## src/rtl/busy_sequencer_pkg.sv

```systemverilog
// Shared types and helpers for the busy-resource sequencer.
package busy_seq_pkg;

    typedef enum logic [1:0] {
        ST_IDLE  = 2'd0,
        ST_START = 2'd1,
        ST_RUN   = 2'd2
    } state_e;

    // Zero-length requests still occupy the resource for one cycle.
    function automatic int unsigned sat_len(input int unsigned len, input int unsigned max_len);
        if (len == 0)
            return 1;
        else if (len > max_len)
            return max_len;
        else
            return len;
    endfunction

endpackage

```

## src/rtl/busy_sequencer_rr_arbiter.sv

```systemverilog
// Round-robin arbiter; the priority pointer moves past each winner on advance.
module rr_arbiter #(
    parameter int NUM_REQ = 4,
    parameter int ID_W    = $clog2(NUM_REQ)
) (
    input  logic               clk_i,
    input  logic               rst_i,
    input  logic [NUM_REQ-1:0] req_i,
    input  logic               advance_i,
    output logic [NUM_REQ-1:0] win_oh_o,
    output logic [ID_W-1:0]    win_idx_o
);

    logic [ID_W-1:0] ptr_q;
    logic [ID_W-1:0] ptr_d;
    logic [ID_W-1:0] cand;
    logic            found;

    always_comb begin
        win_oh_o  = '0;
        win_idx_o = '0;
        found     = 1'b0;
        cand      = '0;
        for (int i = 0; i < NUM_REQ; i++) begin
            cand = ID_W'((int'(ptr_q) + i) % NUM_REQ);
            if (!found && req_i[cand]) begin
                found          = 1'b1;
                win_oh_o[cand] = 1'b1;
                win_idx_o      = cand;
            end
        end
    end

    assign ptr_d = (win_idx_o == ID_W'(NUM_REQ - 1)) ? '0 : win_idx_o + 1'b1;

    always_ff @(posedge clk_i) begin
        if (rst_i)
            ptr_q <= '0;
        else if (advance_i && found)
            ptr_q <= ptr_d;
    end

endmodule

```

## src/rtl/busy_sequencer.sv

```systemverilog
// Shares one busy-type resource between requesters: start pulse, L busy cycles, done on the last.
module busy_sequencer
    import busy_seq_pkg::*;
#(
    parameter int NUM_REQ = 4,
    parameter int MAX_LEN = 16,
    parameter int LEN_W   = $clog2(MAX_LEN + 1),
    parameter int ID_W    = $clog2(NUM_REQ)
) (
    input  logic               clk_i,
    input  logic               rst_i,
    input  logic [NUM_REQ-1:0] req_i,
    input  logic [LEN_W-1:0]   len_i,
    output logic [NUM_REQ-1:0] gnt_o,
    output logic               start_o,
    output logic               busy_o,
    output logic               done_o,
    output logic [ID_W-1:0]    owner_o
);

    state_e             state_q;
    logic [LEN_W-1:0]   len_q;
    logic [LEN_W-1:0]   cnt_q;
    logic [NUM_REQ-1:0] gnt_q;
    logic               start_q;
    logic               busy_q;
    logic               done_q;
    logic [ID_W-1:0]    owner_q;
    logic [NUM_REQ-1:0] win_oh;
    logic [ID_W-1:0]    win_idx;
    logic               advance;

    assign advance = (state_q == ST_IDLE) && (req_i != '0);

    rr_arbiter #(.NUM_REQ(NUM_REQ), .ID_W(ID_W)) u_arb (
        .clk_i     (clk_i),
        .rst_i     (rst_i),
        .req_i     (req_i),
        .advance_i (advance),
        .win_oh_o  (win_oh),
        .win_idx_o (win_idx)
    );

    always_ff @(posedge clk_i) begin
        if (rst_i) begin
            state_q <= ST_IDLE;
            len_q   <= '0;
            cnt_q   <= '0;
            gnt_q   <= '0;
            start_q <= 1'b0;
            busy_q  <= 1'b0;
            done_q  <= 1'b0;
            owner_q <= '0;
        end else begin
            start_q <= 1'b0;
            gnt_q   <= '0;
            case (state_q)
                ST_IDLE: begin
                    if (advance) begin
                        start_q <= 1'b1;
                        gnt_q   <= win_oh;
                        owner_q <= win_idx;
                        len_q   <= LEN_W'(sat_len(32'(len_i), MAX_LEN));
                        state_q <= ST_START;
                    end
                end
                ST_START: begin
                    cnt_q   <= len_q;
                    busy_q  <= 1'b1;
                    done_q  <= (len_q == LEN_W'(1));
                    state_q <= ST_RUN;
                end
                ST_RUN: begin
                    // done_q is registered one cycle ahead so it lands on the last busy cycle
                    if (cnt_q == LEN_W'(1)) begin
                        cnt_q   <= '0;
                        busy_q  <= 1'b0;
                        done_q  <= 1'b0;
                        state_q <= ST_IDLE;
                    end else begin
                        cnt_q  <= cnt_q - 1'b1;
                        done_q <= (cnt_q == LEN_W'(2));
                    end
                end
                default: state_q <= ST_IDLE;
            endcase
        end
    end

    assign gnt_o   = gnt_q;
    assign start_o = start_q;
    assign busy_o  = busy_q;
    assign done_o  = done_q;
    assign owner_o = owner_q;

`ifndef SYNTHESIS
    // Shadow counter for start |=> busy[*L] ##1 !busy with a run-time L
    logic [LEN_W-1:0] chk_rem;
    logic             chk_tail;

    always_ff @(posedge clk_i) begin
        if (rst_i) begin
            chk_rem  <= '0;
            chk_tail <= 1'b0;
        end else begin
            if (chk_rem != '0) begin
                assert (busy_q);
                chk_rem <= chk_rem - 1'b1;
                if (chk_rem == LEN_W'(1))
                    chk_tail <= 1'b1;
            end else if (chk_tail) begin
                assert (!busy_q);
                chk_tail <= 1'b0;
            end
            if (start_q)
                chk_rem <= len_q;
        end
    end

    a_done_busy: assert property (@(posedge clk_i) disable iff (rst_i) done_q |-> busy_q);
    a_gnt_oh:    assert property (@(posedge clk_i) disable iff (rst_i) $onehot0(gnt_q));
    a_start_gnt: assert property (@(posedge clk_i) disable iff (rst_i) start_q == (gnt_q != '0));
    a_no_ovl:    assert property (@(posedge clk_i) disable iff (rst_i) !(start_q && busy_q));

    for (genvar g = 0; g < NUM_REQ; g++) begin : g_gnt_chk
        a_gnt_req: assert property (@(posedge clk_i) disable iff (rst_i) gnt_q[g] |-> $past(req_i[g]));
    end
`endif

endmodule

```

## config.mk

```make
export PLATFORM = sky130hd
export DESIGN_NAME = busy_sequencer
export DESIGN_NICKNAME = d
export VERILOG_FILES = /design/src/rtl/busy_sequencer_pkg.sv /design/src/rtl/busy_sequencer_rr_arbiter.sv /design/src/rtl/busy_sequencer.sv
export SDC_FILE = /design/constraint.sdc
export NUM_CORES = 1
export LEC_CHECK = 0
export CORE_UTILIZATION = 59
export DETAILED_ROUTE_END_ITERATION = 8
export PLACE_DENSITY = 0.84
export SLEW_MARGIN = 30
export SYNTH_ARGS = -nofsm -noshare
export SYNTH_HDL_FRONTEND = slang
export SYNTH_HIERARCHICAL = 1
export SYNTH_SLANG_ARGS = --single-unit
export TNS_END_PERCENT = 1
```

## constraint.sdc

```tcl
create_clock -name clk_i -period 7.4 [get_ports clk_i]
set_clock_uncertainty 0.1 [all_clocks]
set_input_delay 1.48 -clock clk_i [delete_from_list [all_inputs] [get_ports clk_i]]
set_output_delay 1.48 -clock clk_i [all_outputs]
set_load 0.02 [all_outputs]
```

# Yosys cells after proc, flatten, opt, wreduce, memory -nomap -nowiden
# Cells that the tools add are included.
# totals
ff_bits,23
inputBits,11
out_inout_bits,9
wordCells,98
# op_classes
n_addsub,5
order_cmp,9
eq_ne,8
mux,41
bitwise_logic,5
n_reduce_logical,21
# op_table
operator,count
2-to-1 mux 4 bit,4
2-to-1 mux 1 bit,15
2-to-1 mux 5 bit,3
2-to-1 mux 2 bit,7
"< comparator 2 x 3 -> 1 bit, second input constant",4
OR 4 bit,3
"equality test 5 x 1 -> 1 bit, second input constant",2
one-hot mux 5 bit (2 select lines),1
logical AND 1 bit,9
binary-select mux 1 bit (select 2 bit),4
demux 1 bit (select 2 bit),4
">= comparator 2 x 1 -> 1 bit, second input constant",4
one-hot mux 2 bit (3 select lines),1
AND reduction 2 bit,3
"equality test 5 x 2 -> 1 bit, second input constant",1
"greater-than comparator 5 bit, second input constant",1
logical NOT 5 bit,1
"subtractor 5 x 1 -> 5 bit, second input constant",1
"adder 2 x 1 -> 2 bit, second input constant",2
"adder 2 bit, second input constant",2
"equality test 2 bit, second input constant",2
one-hot mux 1 bit (2 select lines),2
nonzero test 4 bit,1
logical NOT 1 bit,3
8 further kinds,9

# Depth between registers and ports, before layout
# depth
word_depth,14
ltp_mapped,10
depth_no_buf,9

# Hierarchy
# The synthesis kept the hierarchy.
# by_module_without_submodules
module,instances,cells_per_inst,area_per_inst_um2,seq_area_each_um2
busy_sequencer,1,109,988.4,420.4
rr_arbiter,1,58,551.8,40.0

# Least setup slack after synthesis
# No wires, ideal clock.
# synth_timing
path_type,input-to-reg
from,in req_i[0]
to,reg u_arb.ptr_q[0]
setup_ns,0.087
arrival_ns,3.294
required_time_ns,7.213
setup_slack_ns,3.919
path_stages,7
n_path_buf,0
cell_sequence,mux4_2 > nor2b_1 > o211a_1 > or2_1 > ha_1 > or3_1 > o31ai_1
# synth_via
elab_chain_cells,14
elab_cells_between_ends,28
classes_between,add/sub: 1; eq/ne: 1; mux: 17; reduce/logical: 9
# synth_lines
item,line_no,source
from (decl),busy_sequencer.sv:12,"input logic [NUM_REQ-1:0] req_i,"
binary-select mux 1 bit (select 2 bit),busy_sequencer_rr_arbiter.sv:26,if (!found && req_i[cand]) begin
2-to-1 mux 1 bit (not written as such),busy_sequencer_rr_arbiter.sv:26,
2-to-1 mux 1 bit,busy_sequencer_rr_arbiter.sv:26,
logical NOT 1 bit,busy_sequencer_rr_arbiter.sv:26,
logical AND 1 bit,busy_sequencer_rr_arbiter.sv:26,
2-to-1 mux 1 bit,busy_sequencer_rr_arbiter.sv:26,
logical NOT 1 bit,busy_sequencer_rr_arbiter.sv:26,
logical AND 1 bit,busy_sequencer_rr_arbiter.sv:26,
2-to-1 mux 1 bit,busy_sequencer_rr_arbiter.sv:26,
logical NOT 1 bit,busy_sequencer_rr_arbiter.sv:26,
logical AND 1 bit,busy_sequencer_rr_arbiter.sv:26,
2-to-1 mux 2 bit *,busy_sequencer_rr_arbiter.sv:26,
via win_idx[0],busy_sequencer.sv:30,logic [ID_W-1:0] win_idx;
adder 2 x 1 -> 2 bit / equality test 2 bit (equally long branches),busy_sequencer_rr_arbiter.sv:34,assign ptr_d = (win_idx_o == ID_W'(NUM_REQ - 1)) ? '0 : win_idx_o + 1'b1;
2-to-1 mux 2 bit *,busy_sequencer_rr_arbiter.sv:34,
to (signal assigned),busy_sequencer_rr_arbiter.sv:40,ptr_q <= ptr_d;
to (decl),busy_sequencer_rr_arbiter.sv:14,logic [ID_W-1:0] ptr_q;
# Mark *: on every way through the listed nets, which the timed path passes. The rest lies on a longest branch. The select of a mux whose other input is x is not followed.
# A chain may end at the register's enable or synchronous reset.

# Worst setup path after layout
# Same ends and word-level chain as after synthesis.

==> run metrics <==
status finished, final reports clean; largest buffer count on any clock path 2; post-synthesis async set-or-reset flop share 0%; Final Util 70.81%; area added between synthesis and finish 13.89%; largest net degree at the start of global routing 23; Core Area 2477 µm²; Critical Path Source req_i[0]; layout cells sized above 1 10.99%; Period minus WS final 3967 ps; post-DR vias/cell 6.288; Sink Count 23; # nets final 207; worst hold path stage count 2; DRT Wirelength 3233 µm; Post CTS Setup Buffer Count 0; gr ovfl total 0; post-CTS resize count 0; final setup violation count 0; GRT Total Usage 24.83%; Hold WC Path Type register to register; DRC errors left 0; synthesis warning total 6; cts hold-fix bufs 0; I/O Pins 20; Most used DFF post-synth dfxtp_1; f_max 0.2521 GHz; CP Capture Type register; IO buf count 19; row count 18; Finished Layout Cells 212; die height 53.10 µm; vias in the first global route 1,174; Worst slew margin 48.13%; first-pass GRT wire length 5147 µm; clk_lat worst skew 310 ps; CP max FO 10; Num CTS Buffers 3; max_cap viols 0; router iterations before antenna repair 4; Yosys reg bits 23; Net Count, Synth 191; CTS tree done; post-synthesis sequential area ratio 29.89%; Post-Synthesis Cells 167; vias after detailed routing 1,333; Initial Util 62.17%; hold_sp len_q[2]; starting DRC count in detailed routing 53; Inst Count DP 208; clock slew at reported path FFs 130 ps; Syn Area/Cell 9.223 µm²; H-tree depth 1; Routed wire per std cell 15.25 µm; Die W 53.10 µm; setup TNS 0 ps; Max VDD drop 228.7 µV; Static Leak 0.6475 nW; Post-synth EDFFs 0; critical path class input pin to register; RSZ-0062 raised after global routing false; Placed Area 1727 µm²; flop-to-flop setup slack 3960 ps; Detailed Place HPWL 2319 µm; CP arrival 4100 ps; root buf cell clkbuf_4; pins over their slew limit 0; initial antenna violation count 0; Synth Cell Area 1540 µm²; FF-to-FF Start u_arb/ptr_q[0]; Final GP Congestion 0.7904; final antenna-violating net count 0; Critical Path RT 7530 ps; Die Area 2819 µm²; Design Area, Final 1754 µm²; Worst R2R Path Depth 9; ANT cells 0; final hold violations 0; pwr/cell area 349.5 nW/µm²; Tcrit/Tclk final 53.61%; CP Launch Type input pin; Synth cell types 44; Worst Tran Pin Value 775.6 ps
## final cells by class
type	instances	area, µm²
sequential	23	460.4
timing repair buffer	20	197.7
inverter	8	30.03
tap	30	37.54
clock inverter	1	5.005
multi-input combinational	127	1001
clock buffer	3	22.52
fill	194	723.2
## sequential cells by signal (all words and copies together), names as in the netlist
| name | count |
|---|---|
| owner_o | 2 |
| cnt_q | 5 |
| gnt_o | 4 |
| start_o | 1 |
| done_o | 1 |
| state_q | 2 |
| busy_o | 1 |
| u_arb/ptr_q | 2 |
| len_q | 5 |
## path summary, 6_finish.rpt
check                   endpoint
hold / removal          len_q[2]
setup / recovery  u_arb/ptr_q[0]
hold reg to reg         len_q[2]
setup reg to reg  u_arb/ptr_q[0]
## layer usage
layer  global-route usage [%]  up-vias  part of all wire (%)
met3                    6.322        2                   5.3
met1                    31.17      633                    45
met5                        0        -                     0
met2                    43.88       49                    49
li1                         -      649                     -
met4                    2.193        0                  0.25
## cell usage after synthesis (4+ instances only)
library cell	n	area share (%)
nor2b_1	5	2.0
mux2i_1	7	4.5
o211ai_1	5	2.4
mux4_2	4	5.8
a22oi_1	5	2.4
a31oi_1	4	1.6
nand2b_1	6	2.4
nor2_1	8	1.9
ha_1	13	11
nand3_1	7	2.3
dfxtp_1	23	30
o21ai_0	5	1.6
clkbuf_1	4	0.97
and2_1	4	1.6
a21oi_1	6	1.9
inv_1	8	1.9
nand2_1	14	3.4
## report_power, final
group | internal [mW] | switching [mW]
sequential | 0.153 | 0.0369
combinational | 0.162 | 0.203
clock | 0.0202 | 0.0381
total | 0.335 | 0.278
## through the flow
stage	setup slack [ps]	hold WS (ps)	power, mW
after detailed placement	3129	368.5	0.5499
final	3433	391.8	0.6131
after global routing	3341	404.1	0.6580
after floorplan	3919	344.7	0.4702
after global placement	3271	363.8	0.5313
after CTS	3457	389.7	0.6103
## cells in the final DEF (no fill, tap or decap), types with 2 or more instances in the layout
cell type	n
dfxtp_1	23
clkdlybuf4s50_1	19
nand2_1	14
ha_1	13
inv_1	8
nor2_1	8
mux2i_1	7
nand3_1	7
a21oi_1	6
nand2b_1	6
o21ai_0	5
nor2b_1	5
a22oi_1	5
o211ai_1	5
and2_1	4
a31oi_1	4
mux4_2	4
nor4_1	3
or3b_2	3
clkbuf_4	3
nor3_1	2
nand3b_1	2
nand4_1	2
a311oi_1	2
mux2_2	2
or3_1	2
## critical path: stages
cell	delay (ps)
clkdlybuf4s50_1	550
mux4_2	640
nor2b_1	180
o211a_1	220
or2_1	240
ha_1	170
or3_1	390
o31ai_1	210
## cell families after synthesis
family                     after synthesis  synth area share [%]
AOI/OAI and AO/OA                       39                 19.90
muxes                                   13                 11.86
and+or+nand+nor                         62                 22.66
DFF                                     23                 29.89
adders and majority gates               13                 10.56
buffers and inverters                   17                 5.117
No activity file was read; power rests on OpenSTA's default activity.
